File: config.mk
export PLATFORM = sky130hd
export DESIGN_NAME = ifu_rd_port
export DESIGN_NICKNAME = d
export VERILOG_FILES = /design/src/rtl/ifu_rd_port.sv
export SDC_FILE = /design/constraint.sdc
export NUM_CORES = 1
export LEC_CHECK = 0
export CAP_MARGIN = 20
export CORE_MARGIN = 8
export CORE_UTILIZATION = 30
export CTS_CLUSTER_SIZE = 20
export DETAILED_ROUTE_END_ITERATION = 10
export GPL_ROUTABILITY_DRIVEN = 0
export SLEW_MARGIN = 20
export SYNTH_ARGS = -nofsm -noshare
export SYNTH_HDL_FRONTEND = slang
export SYNTH_SLANG_ARGS = --single-unit
File: constraint.sdc
create_clock -name clk -period 2.4 [get_ports clk]
set_clock_uncertainty 0.05 [all_clocks]
set_input_delay 0.48 -clock clk [delete_from_list [all_inputs] [get_ports clk]]
set_output_delay 0.48 -clock clk [all_outputs]
set_load 0.005 [all_outputs]
File: src/rtl/ifu_rd_port.sv
// ifu_rd_port: fetch-stage read port; turns one-cycle read commands into single-word bus reads.
// Optional IFU_LAST_FETCH_BYPASS_EN: a repeat fetch of the last good address is served without a bus access.
module ifu_rd_port #(
    parameter int ADDR_WIDTH     = 32,
    parameter int DATA_WIDTH     = 32,
    parameter int TIMEOUT_CYCLES = 256
) (
    input  logic                  clk,
    input  logic                  nrst,
    input  logic [ADDR_WIDTH-1:0] i_addr,
    input  logic                  i_rd_cmd,
    output logic [DATA_WIDTH-1:0] o_instr_dat,
    output logic                  o_busy,
    output logic                  o_err_align,
    output logic                  o_err_bus,
    output logic [ADDR_WIDTH-1:0] o_MAddr,
    output logic [2:0]            o_MCmd,
    output logic [3:0]            o_MByteEn,
    input  logic                  i_SCmdAccept,
    input  logic [DATA_WIDTH-1:0] i_SData,
    input  logic [1:0]            i_SResp
);
    localparam int CW = (TIMEOUT_CYCLES > 0) ? $clog2(TIMEOUT_CYCLES + 1) : 1;
    localparam logic [2:0] MCMD_IDLE = 3'b000;
    localparam logic [2:0] MCMD_READ = 3'b010;

    typedef enum logic [1:0] {IDLE, CMD, RESP} state_t;

    state_t        state, state_nx;
    logic [CW-1:0] cnt;
    logic          hit, cmd_idle, start, align_err, resp_en, resp_ok, resp_err, tmo, fail;

`ifdef IFU_LAST_FETCH_BYPASS_EN
    logic [ADDR_WIDTH-1:0] tag;
    logic                  tag_vld;

    assign hit = tag_vld && tag == i_addr;

    always_ff @(posedge clk or negedge nrst) begin
        if (!nrst) begin
            tag     <= '0;
            tag_vld <= 1'b0;
        end else if (resp_ok) begin
            tag     <= o_MAddr;
            tag_vld <= 1'b1;
        end else if (align_err || fail) begin
            tag_vld <= 1'b0;
        end
    end
`else
    assign hit = 1'b0;
`endif

    always_comb begin
        cmd_idle  = state == IDLE && i_rd_cmd;
        start     = cmd_idle && i_addr[1:0] == 2'b00 && !hit;
        align_err = cmd_idle && i_addr[1:0] != 2'b00;
        // a response arriving together with the accept is taken immediately
        resp_en   = state == RESP || (state == CMD && i_SCmdAccept);
        resp_ok   = resp_en && i_SResp == 2'b01;
        resp_err  = resp_en && i_SResp[1];
        tmo       = TIMEOUT_CYCLES != 0 && state != IDLE && cnt == CW'(TIMEOUT_CYCLES - 1);
        fail      = resp_err || (tmo && !resp_ok);
        state_nx  = start ? CMD :
                    (resp_ok || fail) ? IDLE :
                    (state == CMD && i_SCmdAccept) ? RESP : state;
        o_busy    = state != IDLE || start;
        o_MCmd    = state == CMD ? MCMD_READ : MCMD_IDLE;
        o_MByteEn = state == CMD ? 4'hF : 4'h0;
    end

    always_ff @(posedge clk or negedge nrst) begin
        if (!nrst) state <= IDLE;
        else       state <= state_nx;
    end

    always_ff @(posedge clk or negedge nrst) begin
        if (!nrst) begin
            cnt         <= '0;
            o_instr_dat <= '0;
            o_err_align <= 1'b0;
            o_err_bus   <= 1'b0;
            o_MAddr     <= '0;
        end else begin
            cnt <= start ? '0 : (state != IDLE ? cnt + 1'b1 : cnt);
            if (start) begin
                o_MAddr     <= i_addr;
                o_err_align <= 1'b0;
                o_err_bus   <= 1'b0;
            end
            if (align_err) begin
                o_err_align <= 1'b1;
                o_err_bus   <= 1'b0;
                o_instr_dat <= '0;
            end
            if (resp_ok) begin
                o_instr_dat <= i_SData;
            end else if (fail) begin
                o_err_bus   <= 1'b1;
                o_instr_dat <= '0;
            end
        end
    end
endmodule

# ---- Yosys cells after proc, flatten, opt, wreduce, memory -nomap -nowiden
# Index checks and enable logic that the tools add are counted.
dict set report op_classes {
  n_eq_ne 4
  n_mux 16
  multipliers 0
  div_mod_pow 0
  reduce_logical 21
  n_bitwise 0
  order_cmp 0
  n_shift 0
  addsub 1
}
# operator n
set op_table {}
lappend op_table {{$mux W32} 3}
lappend op_table {{$mux W9} 2}
lappend op_table {{$add A9 B1 Y9 const B} 1}
lappend op_table {{$eq A9 B8 Y1 const B} 1}
lappend op_table {{$logic_and A1 B1 Y1} 8}
lappend op_table {{$mux W2} 4}
lappend op_table {{$reduce_bool A2 Y1} 4}
lappend op_table {{$mux W1} 6}
lappend op_table {{$reduce_bool A3 Y1} 2}
lappend op_table {{$eq A2 B1 Y1 const B} 2}
lappend op_table {{$logic_not A2 Y1} 2}
lappend op_table {{$logic_or A1 B1 Y1} 4}
lappend op_table {{$mux W4} 1}
lappend op_table {{$eq A2 B2 Y1 const B} 1}
lappend op_table {{$logic_not A1 Y1} 1}
dict set report word_totals {
  memories 0
  mem_bits_rw 0
  latch_bits 0
  mem_bits_ro 0
  ff_bits 77
}

# ---- Longest topological paths before layout
# Gate-level depths: netlist of the first run.
dict set report depth {
  depth_word 10
  ltp_mapped 8
}

# ---- Worst setup path before layout of the first run
# No wires, ideal clock.
dict set report synth_path {
  path_kind {reg-to-reg}
  from {register cnt[0]}
  to {register o_instr_dat[10]}
  n_path_buf 1
  stages_incl_launch_ff 9
  setup_ns 0.068
  arrival_time_ns 1.916
  slack_ns 0.366
  required_time_ns 2.282
  cell_sequence {dfrtp_1 -> ha_1 -> nand2_1 -> nor3_1 -> ha_1 -> o21a_1 -> o22ai_1 -> clkbuf_1 -> a32o_1}
}
dict set report synth_via {
  elab_chain_cells 6
  word_cells_on_any_way 7
}
# element line
set synth_lines {}
lappend synth_lines {{from (decl)} 30} ;# logic [CW-1:0] cnt;
lappend synth_lines {{from (signal assigned)} 85} ;# cnt <= start ? '0 : (state != IDLE ? cnt + 1'b1 : cnt);
lappend synth_lines {{$eq A9 B8 Y1 *} 62} ;# tmo = TIMEOUT_CYCLES != 0 && state != IDLE && cnt == CW'(TIMEOUT_CYCLES - 1);
lappend synth_lines {{$logic_and A1 B1 Y1 *} 62}
lappend synth_lines {{$logic_and A1 B1 Y1 *} 63} ;# fail = resp_err || (tmo && !resp_ok);
lappend synth_lines {{$logic_or A1 B1 Y1 *} 63}
lappend synth_lines {{$mux W32} 98} ;# end else if (fail) begin
lappend synth_lines {{$mux W32} 96} ;# if (resp_ok) begin
lappend synth_lines {{to (signal assigned)} 97} ;# o_instr_dat <= i_SData;
lappend synth_lines {{to (decl)} 12} ;# output logic [DATA_WIDTH-1:0] o_instr_dat,
# Mark *: on every way between the ends. The rest lies on a longest branch, timed or not.
# A chain may end at the register's enable or synchronous reset.

# ---- Worst setup path after layout of the first run
dict set report layout_path {
  from {input i_rd_cmd}
  to {output o_busy}
}
dict set report layout_via {
  elab_chain_cells 3
}
# element line
set layout_lines {}
lappend layout_lines {{from (decl)} 11} ;# input logic i_rd_cmd,
lappend layout_lines {{$logic_and A1 B1 Y1} 55} ;# cmd_idle = state == IDLE && i_rd_cmd;
lappend layout_lines {{$logic_and A1 B1 Y1} 56} ;# start = cmd_idle && i_addr[1:0] == 2'b00 && !hit;
lappend layout_lines {{$logic_or A1 B1 Y1} 67} ;# o_busy = state != IDLE || start;
lappend layout_lines {{to (decl)} 13} ;# output logic o_busy,
# No other way between the ends.

==> reports/results.txt, run 1 <==
The flow ran to the end, and the final reports show no timing, DRC or antenna violations. Of all nets on the critical path, the largest fanout is 2. The initial antenna violation count is 0, and the post-layout instance count excluding filler cells is 518. For the full die area, the log shows 14,400 µm².

Slowest library cell on the worst path: clkdlybuf4s50_1. The net total in the final layout came out at 445. The half-perimeter wire length after placement is 6550 µm. STA classifies the critical path endpoint as a primary output. The count of final max-slew check failures was 0. Of all flip-flops after synthesis, the portion carrying an async set or reset was 100%. After filler insertion, the fill cell instance count of the layout stands at 972.

Dividing the detail-routed wire length by the instance count gives 17.5 µm. The critical path crosses 4 cells after its start point. The kind of start point of the critical path is an input port. The routed via count divided by cell count is 4.70, and the clock period minus worst slack is 2300 ps. The number of enable-type register cells in the synthesized netlist was 0; the violation count after the first detailed-routing iteration was 88.

From bottom edge to top edge, the die measures 120 µm. The logs give 0 for the buffer count from post-CTS setup fixing and 1770 ps for the data arrival at the endpoint of the critical path. The H-tree generated during clock tree synthesis spans 3 levels.

At the end of the flow the core is filled with cells to 47.3%. TritonCTS built the clock tree. The worst path uses 96.0% of the clock period. The clock reaches the later pin of the worst-skew pair after 350 ps. The cell area that synthesis handed to floorplanning was 3230 µm². The worst IR drop on VDD is 0.000384 V. Synthesis produced a netlist whose cell count is 228. The critical path is of the in -> out type. In the layout the commonest cells are clkdlybuf4s50_1, dfrtp_1, a32o_1, mux2_4, buf_4.

Setup repair after global routing left no endpoint under its margin. The number of global-route vias before repair was 2,635. The kind of cell with the highest combined delay along the critical path is buffers and inverters. For the total wire length, the log shows 9080 µm. The maximum clock frequency is 434 MHz, and the fraction of layout instances using a drive strength above 1 is 18.5%. For this configuration, the core starts out at a cell density of 30.2%. Final worst slack: 95.2 ps. The detail route stage leaves a number of antenna-violating nets equal to 0.

In this run, distinct cell masters in the synthesized netlist total 35. The number of hold buffers added after cts is 0, and the largest net degree at the start of global routing is 48. The flip-flop and latch area is 1930 µm², and the count of standard-cell rows is 38. Walking the worst path, the cells encountered are clkdlybuf4s50_1, or3b_4, o21ai_1, dlygate4sd2_1. For this run, the total global-route usage over all layers was measured as 12.8%. The detailed router put a total of 4010 µm of wire on met1. In the routed design, unresolved DRC markers number 0.

A synthesized cell averages 14.2 µm². Pin placement for this block handled 144 I/O pins. Setup violations remaining at the end of the flow were counted as 0. After synthesis the netlist holds a flip-flop and latch count of 77. After synthesis, flip-flops and latches occupy 59.6% of the total area. The setup slack after placement is -269 ps, and the total via count in the routed design is 2,434. Data on the critical path is required at its endpoint by 1870 ps. For the residual overflow from global routing, the log shows 0. The largest incremental delay on the critical path was 500 ps.

For this design the ratio of total power to cell area is 1040 nW/µm². For the total inserted antenna cells, the log shows 0. The clock input transition at the sequential cells of the worst setup and hold paths was 80 ps. The path class of the tightest hold or removal check is in -> async.

The deepest clock path buffer count came out at 2. Clock tree synthesis selected as its root buffer the cell clkbuf_8. The wire length on met3 is 821 µm. The final number of hold-violating endpoints is 0. In this run the standard cell core region covers 10,700 µm². The highest metal layer carrying signal wires in the routed design is met4.

Buffers placed on the I/O ports in this run total 141. Primary flip-flop cell chosen by synthesis mapping: dfrtp_1. The number of maximum-capacitance constraint violations was 0; the met2 layer wire length in the routed design was 4150 µm. The logs give 4 for the number of iterations in the first detailed-routing pass and 502 for the placed instance count. The tools report the area occupied by multi-input gates as 1170 µm². Yosys printed 0 warnings. The critical path contains buffers and inverters numbering 2 combined. The depth of the worst register-to-register path was 8; the wire length of the first global-routing pass was 14,600 µm. Compared with the post-synthesis result, the final layout area differs by 56.4%.

The clock net in this run drives a total of 77 sinks. The die width is 120 µm, and the CTS buffer count is 9. Leaving out fill and tap cells, the most frequent cell in the layout is clkdlybuf4s50_1. The analysis attributes to cell leakage a power of 2.21 nW.
-- routing by layer --
metal	global-route usage (%)	vias up
met5	0	-
met4	4.22	0
met3	5.78	10
met2	19.6	95
met1	15.8	1193
li1	-	1136
-- path summary, 6_finish.rpt --
check,from,endpoint,slack [ps]
max,i_rd_cmd,o_busy,100
min,nrst,o_MAddr[27]$_DFFE_PN0N_,10
max reg2reg,cnt[0]$_DFFE_PN0P_,o_instr_dat[9]$_DFFE_PN0P_,350
min reg2reg,o_MAddr[1]$_DFFE_PN0N_,o_MAddr[1]$_DFFE_PN0N_,450
max in group asynchronous,nrst,o_MAddr[29]$_DFFE_PN0N_,1690
min in group clk,o_MAddr[1]$_DFFE_PN0N_,o_MAddr[1]$_DFFE_PN0N_,450
-- cells by family after synthesis --
logic type	after synthesis	share of synthesized area (%)
muxes	30	13.7
and+or+nand+nor	33	5.49
other	1	0.116
buffers and inverters	24	4.68
DFF	77	59.6
AOI/OAI and AO/OA	58	14.9
adders and majority gates	2	0.774
xor gates and xnor gates	3	0.813
-- cell type report --
class                      count  area share [%]
sequential                    77            38.1
timing repair buffer         156            30.8
multi-input combinational    128            23.2
tap                          140            3.46
clock buffer                  10            2.72
clock inverter                 6            1.71
inverter                       1          0.0742
-- where the power goes --
group | internal (mW) | switching (mW)
Clock | 0.612 | 0.497
Combinational | 1.42 | 0.708
Sequential | 1.76 | 0.281
-- Yosys cell counts (all sizes together), types with 3 or more instances --
cell type   n  area share (%)
dfrtp      77              60
a32o       32             9.9
mux2       30              14
buf        12             3.3
clkbuf     11             1.3
a21oi       9             1.4
nand2       7            0.81
nor2        6            0.70
o21ai       6            0.93
and2        3            0.58
nand2b      3            0.58
or2         3            0.58
xor2        3            0.81
-- registers in the layout (all words and copies together) (netlist names) --
| register | count |
|---|---|
| o_instr_dat | 32 |
| o_err_align | 1 |
| state | 2 |
| o_err_bus | 1 |
| o_MAddr | 32 |
| cnt | 9 |
-- through the flow --
step           hold WS [ps]  area, µm²  setup TNS, ps  total power [mW]
2_1_floorplan           134       3240              0              2.93
3_3_place_gp            399       4830          -2050              4.18
3_5_place_dp            400       4830          -3360              4.22
4_1_cts                6.08       5060              0              5.35
5_1_grt                32.6       5060              0              5.59
6_report               10.8       5060              0              5.27
-- timing repair --
| action | in CTS | in global routing |
|---|---|---|
| resized for setup | 2 | 1 |
| cloned | 0 | 0 |
| hold endpoints to repair | 0 | 0 |
| setup endpoints to repair | 1 | 5 |
| pin swaps | 0 | 0 |
No activity file was read; power rests on OpenSTA's default activity.
==> run 2, diff against run 1 <==
Settings changed: ABC_CLOCK_PERIOD_IN_PS set to 2400.
==> results of run 2 <==
The final DEF is identical to that of run 1; final timing and power are the same.
==> run 3, diff against run 2 <==
Settings changed: ABC_CLOCK_PERIOD_IN_PS 2400 to unset, CORE_UTILIZATION 30 to 31.
==> reports/results.txt, run 3 (synthesis results as in run 1) <==
STA classifies the critical path endpoint as a primary output. The largest net degree at the start of global routing is 40 (-17%). TritonCTS built the clock tree. The die width came out at 118 µm (-1.4%). The critical path required time was 1870 ps (about the same); the power per unit of standard cell area was 1030 nW/µm² (-1.7%). For the pin with the worst max-slew slack, the measured transition is 508 ps.

For the number of global-route vias before repair, the log shows 2,681 (+1.7%). The logs give 0 (unchanged) for the antenna violation net count after detailed routing and 14,700 µm (+0.75%) for the wire length of the first global-routing pass. The most common cell after layout, fill and taps aside was clkdlybuf4s50_1. The run gives 5.15 mW (-2.3%) as the final total power. The critical path depth in cells is 3 (-1), and the setup TNS is 0 ps (unchanged). The fraction of layout instances using a drive strength above 1 is 18.7% (+0.21 points). For the violation count after the first detailed-routing iteration, the log shows 109 (+24%).

Slowest library cell on the worst path: clkdlybuf4s50_1. The area after detailed placement came out at 4820 µm² (-0.21%). The die extent in y works out to 118 µm (-1.4%). The tree is rooted in a clkbuf_8. Number of hold buffers added after cts: 0 (unchanged). The setup violation total in the final timing report came out at 0 (unchanged). The deepest clock path buffer count came out at 2 (unchanged). The largest incremental delay on the critical path is 570 ps (+70 ps). The largest registers in the layout are o_MAddr x32, o_instr_dat x32, cnt x9. The routed via count divided by cell count works out to 4.81 (+2.3%).

The tools report the kind of start point of the critical path as a register. The maximum clock frequency was 437 MHz (+0.72%). The floorplan core area is 10,200 µm² (-4.4%), and the count of final max-slew check failures is 0 (unchanged).

The critical path goes through buf_4, nor2b_1, clkdlybuf4s50_1. The final routed wire length divided by cell count is 17.8 µm (+1.5%), and the total wire length is 9160 µm (+0.96%). The logs give 0 (unchanged) for the number of maximum-capacitance constraint violations and 9 (unchanged) for the CTS buffer count. In this run the critical register-to-register path is captured at o_instr_dat[15]$_DFFE_PN0P_. The clock input transition at the sequential cells of the worst setup and hold paths came out at 80 ps (about the same). The clock period minus worst slack is 2290 ps (-16.5 ps), and the clock net sink count is 77 (unchanged). The tools report the half-perimeter wire length after placement as 6730 µm (+2.8%). Net total in the final layout: 446 (+0.22%).

The full die area is 14,000 µm² (-2.8%), and the residual overflow from global routing is 0 (unchanged). The final number of hold-violating endpoints was 0 (unchanged); the number of buffers added on ports was 141 (unchanged). The tools report the post-route standard cell area excluding fillers as 5030 µm² (-0.67%). The tools report the worst-case headroom to the max-slew limit as 66.2%. All-layer global routing usage: 13.0% (+0.18 points).

Setup repair after global routing left no endpoint under its margin. The initial antenna violation count came out at 0 (unchanged). Class of the tightest hold or removal check: in -> async.

The total via count in the routed design was 2,476 (+1.7%). The worst register-to-register path begins at cnt[0]$_DFFE_PN0P_. The run gives 1760 ps (about the same) as the data arrival at the endpoint of the critical path. The run finished with clean final reports.

The number of gates resized after cts is 3 (+1), and the count of standard-cell rows is 37 (-2.6%). The latest clock arrival within the worst-skew pair was 340 ps (about the same). The depth of the worst register-to-register path was 8 (unchanged); the number of iterations in the first detailed-routing pass was 4 (unchanged). The initial cell density of the core was 31.6% (+1.4 points).

The critical path is of the reg -> out type. The slack of the worst reg-to-reg path came out at 320 ps (-30 ps). Combined buffer and inverter count along the critical path: 2 (unchanged). In the layout the commonest cells are clkdlybuf4s50_1, dfrtp_1, a32o_1, mux2_4, buf_4. Category of cells accounting for the largest share of critical-path delay: buffers and inverters.

The top fanout value on the critical path came out at 16 (+14). The fraction of the cycle the final worst path needs was 95.3% (-0.69 points); the buffer count from post-CTS setup fixing was 0 (unchanged). The residual DRC count was 0 (unchanged); the layout overhead on the synthesized area was 55.4%.

The core occupancy in the finished layout was 49.1% (+1.8 points); the static leakage power was 2.20 nW (-0.40%). The deepest level of the CTS H-tree was 3 (unchanged); the number of I/O pins was 144 (unchanged). The worst IR drop on VDD was 0.000404 V (+5.1%); the total inserted antenna cells was 0 (unchanged).
run 3: cell types whose count changed in the layout (fill, tap and decap cells not counted), sizes merged:
cell      before  now
clkinv         3    5
buf           16   17
bufinv         2    1
clkbuf        10    9
clkinvlp       1    0
inv            1    2
run 3: power breakdown:
group / internal, mW / switching [mW] / total [mW]
clock: 0.486 / 0.503 / 0.989
combinational: 1.40 / 0.717 / 2.12
sequential: 1.76 / 0.282 / 2.04
run 3: cell type report:
class                      count  area (µm²)
clock buffer                   9         124
clock inverter                 7        75.1
fill                         913        5200
inverter                       1        3.75
multi-input combinational    128        1170
sequential                    77        1930
tap                          136         170
timing repair buffer         157        1550
run 3: worst register-to-register path: cells and delay by family (launching register included):
kind	cells	cell delay [ps]
AO/OA/AOI/OAI	3	510
adder cells (fa/ha/maj)	2	510
buffers and inverters	1	220
flip-flops	1	440
AND/OR/NAND/NOR	2	240
run 3: routing by layer:
| layer | vias up | global-route usage [%] | part of all wire (%) |
|---|---|---|---|
| met5 | - | 0 | 0 |
| met4 | 0 | 3.84 | 1.2 |
| met3 | 9 | 5.47 | 8.0 |
| met2 | 83 | 21.8 | 49 |
| met1 | 1245 | 14.9 | 42 |
| li1 | 1139 | - | - |
run 3: worst max-delay path by stage:
stage	from	endpoint	slack [ps]
floorplan	cnt[0]$_DFFE_PN0P_	o_instr_dat[10]$_DFFE_PN0P_	370
global placement	i_rd_cmd	o_busy	-210
detailed placement	i_rd_cmd	o_busy	-270
CTS	state[0]$_DFFE_PN0P_	o_MCmd[1]	80
global route	state[0]$_DFFE_PN0P_	o_MCmd[1]	10
finish	state[0]$_DFFE_PN0P_	o_MCmd[1]	110
run 3: metrics by stage:
stage               setup WS, ps  cells  hold WS (ps)
floorplan                    366    229           134
global placement            -214    499           419
detailed placement          -273    499           421
CTS                         78.3    515          49.4
global route                12.2    515          66.4
finish                       112    515          51.1
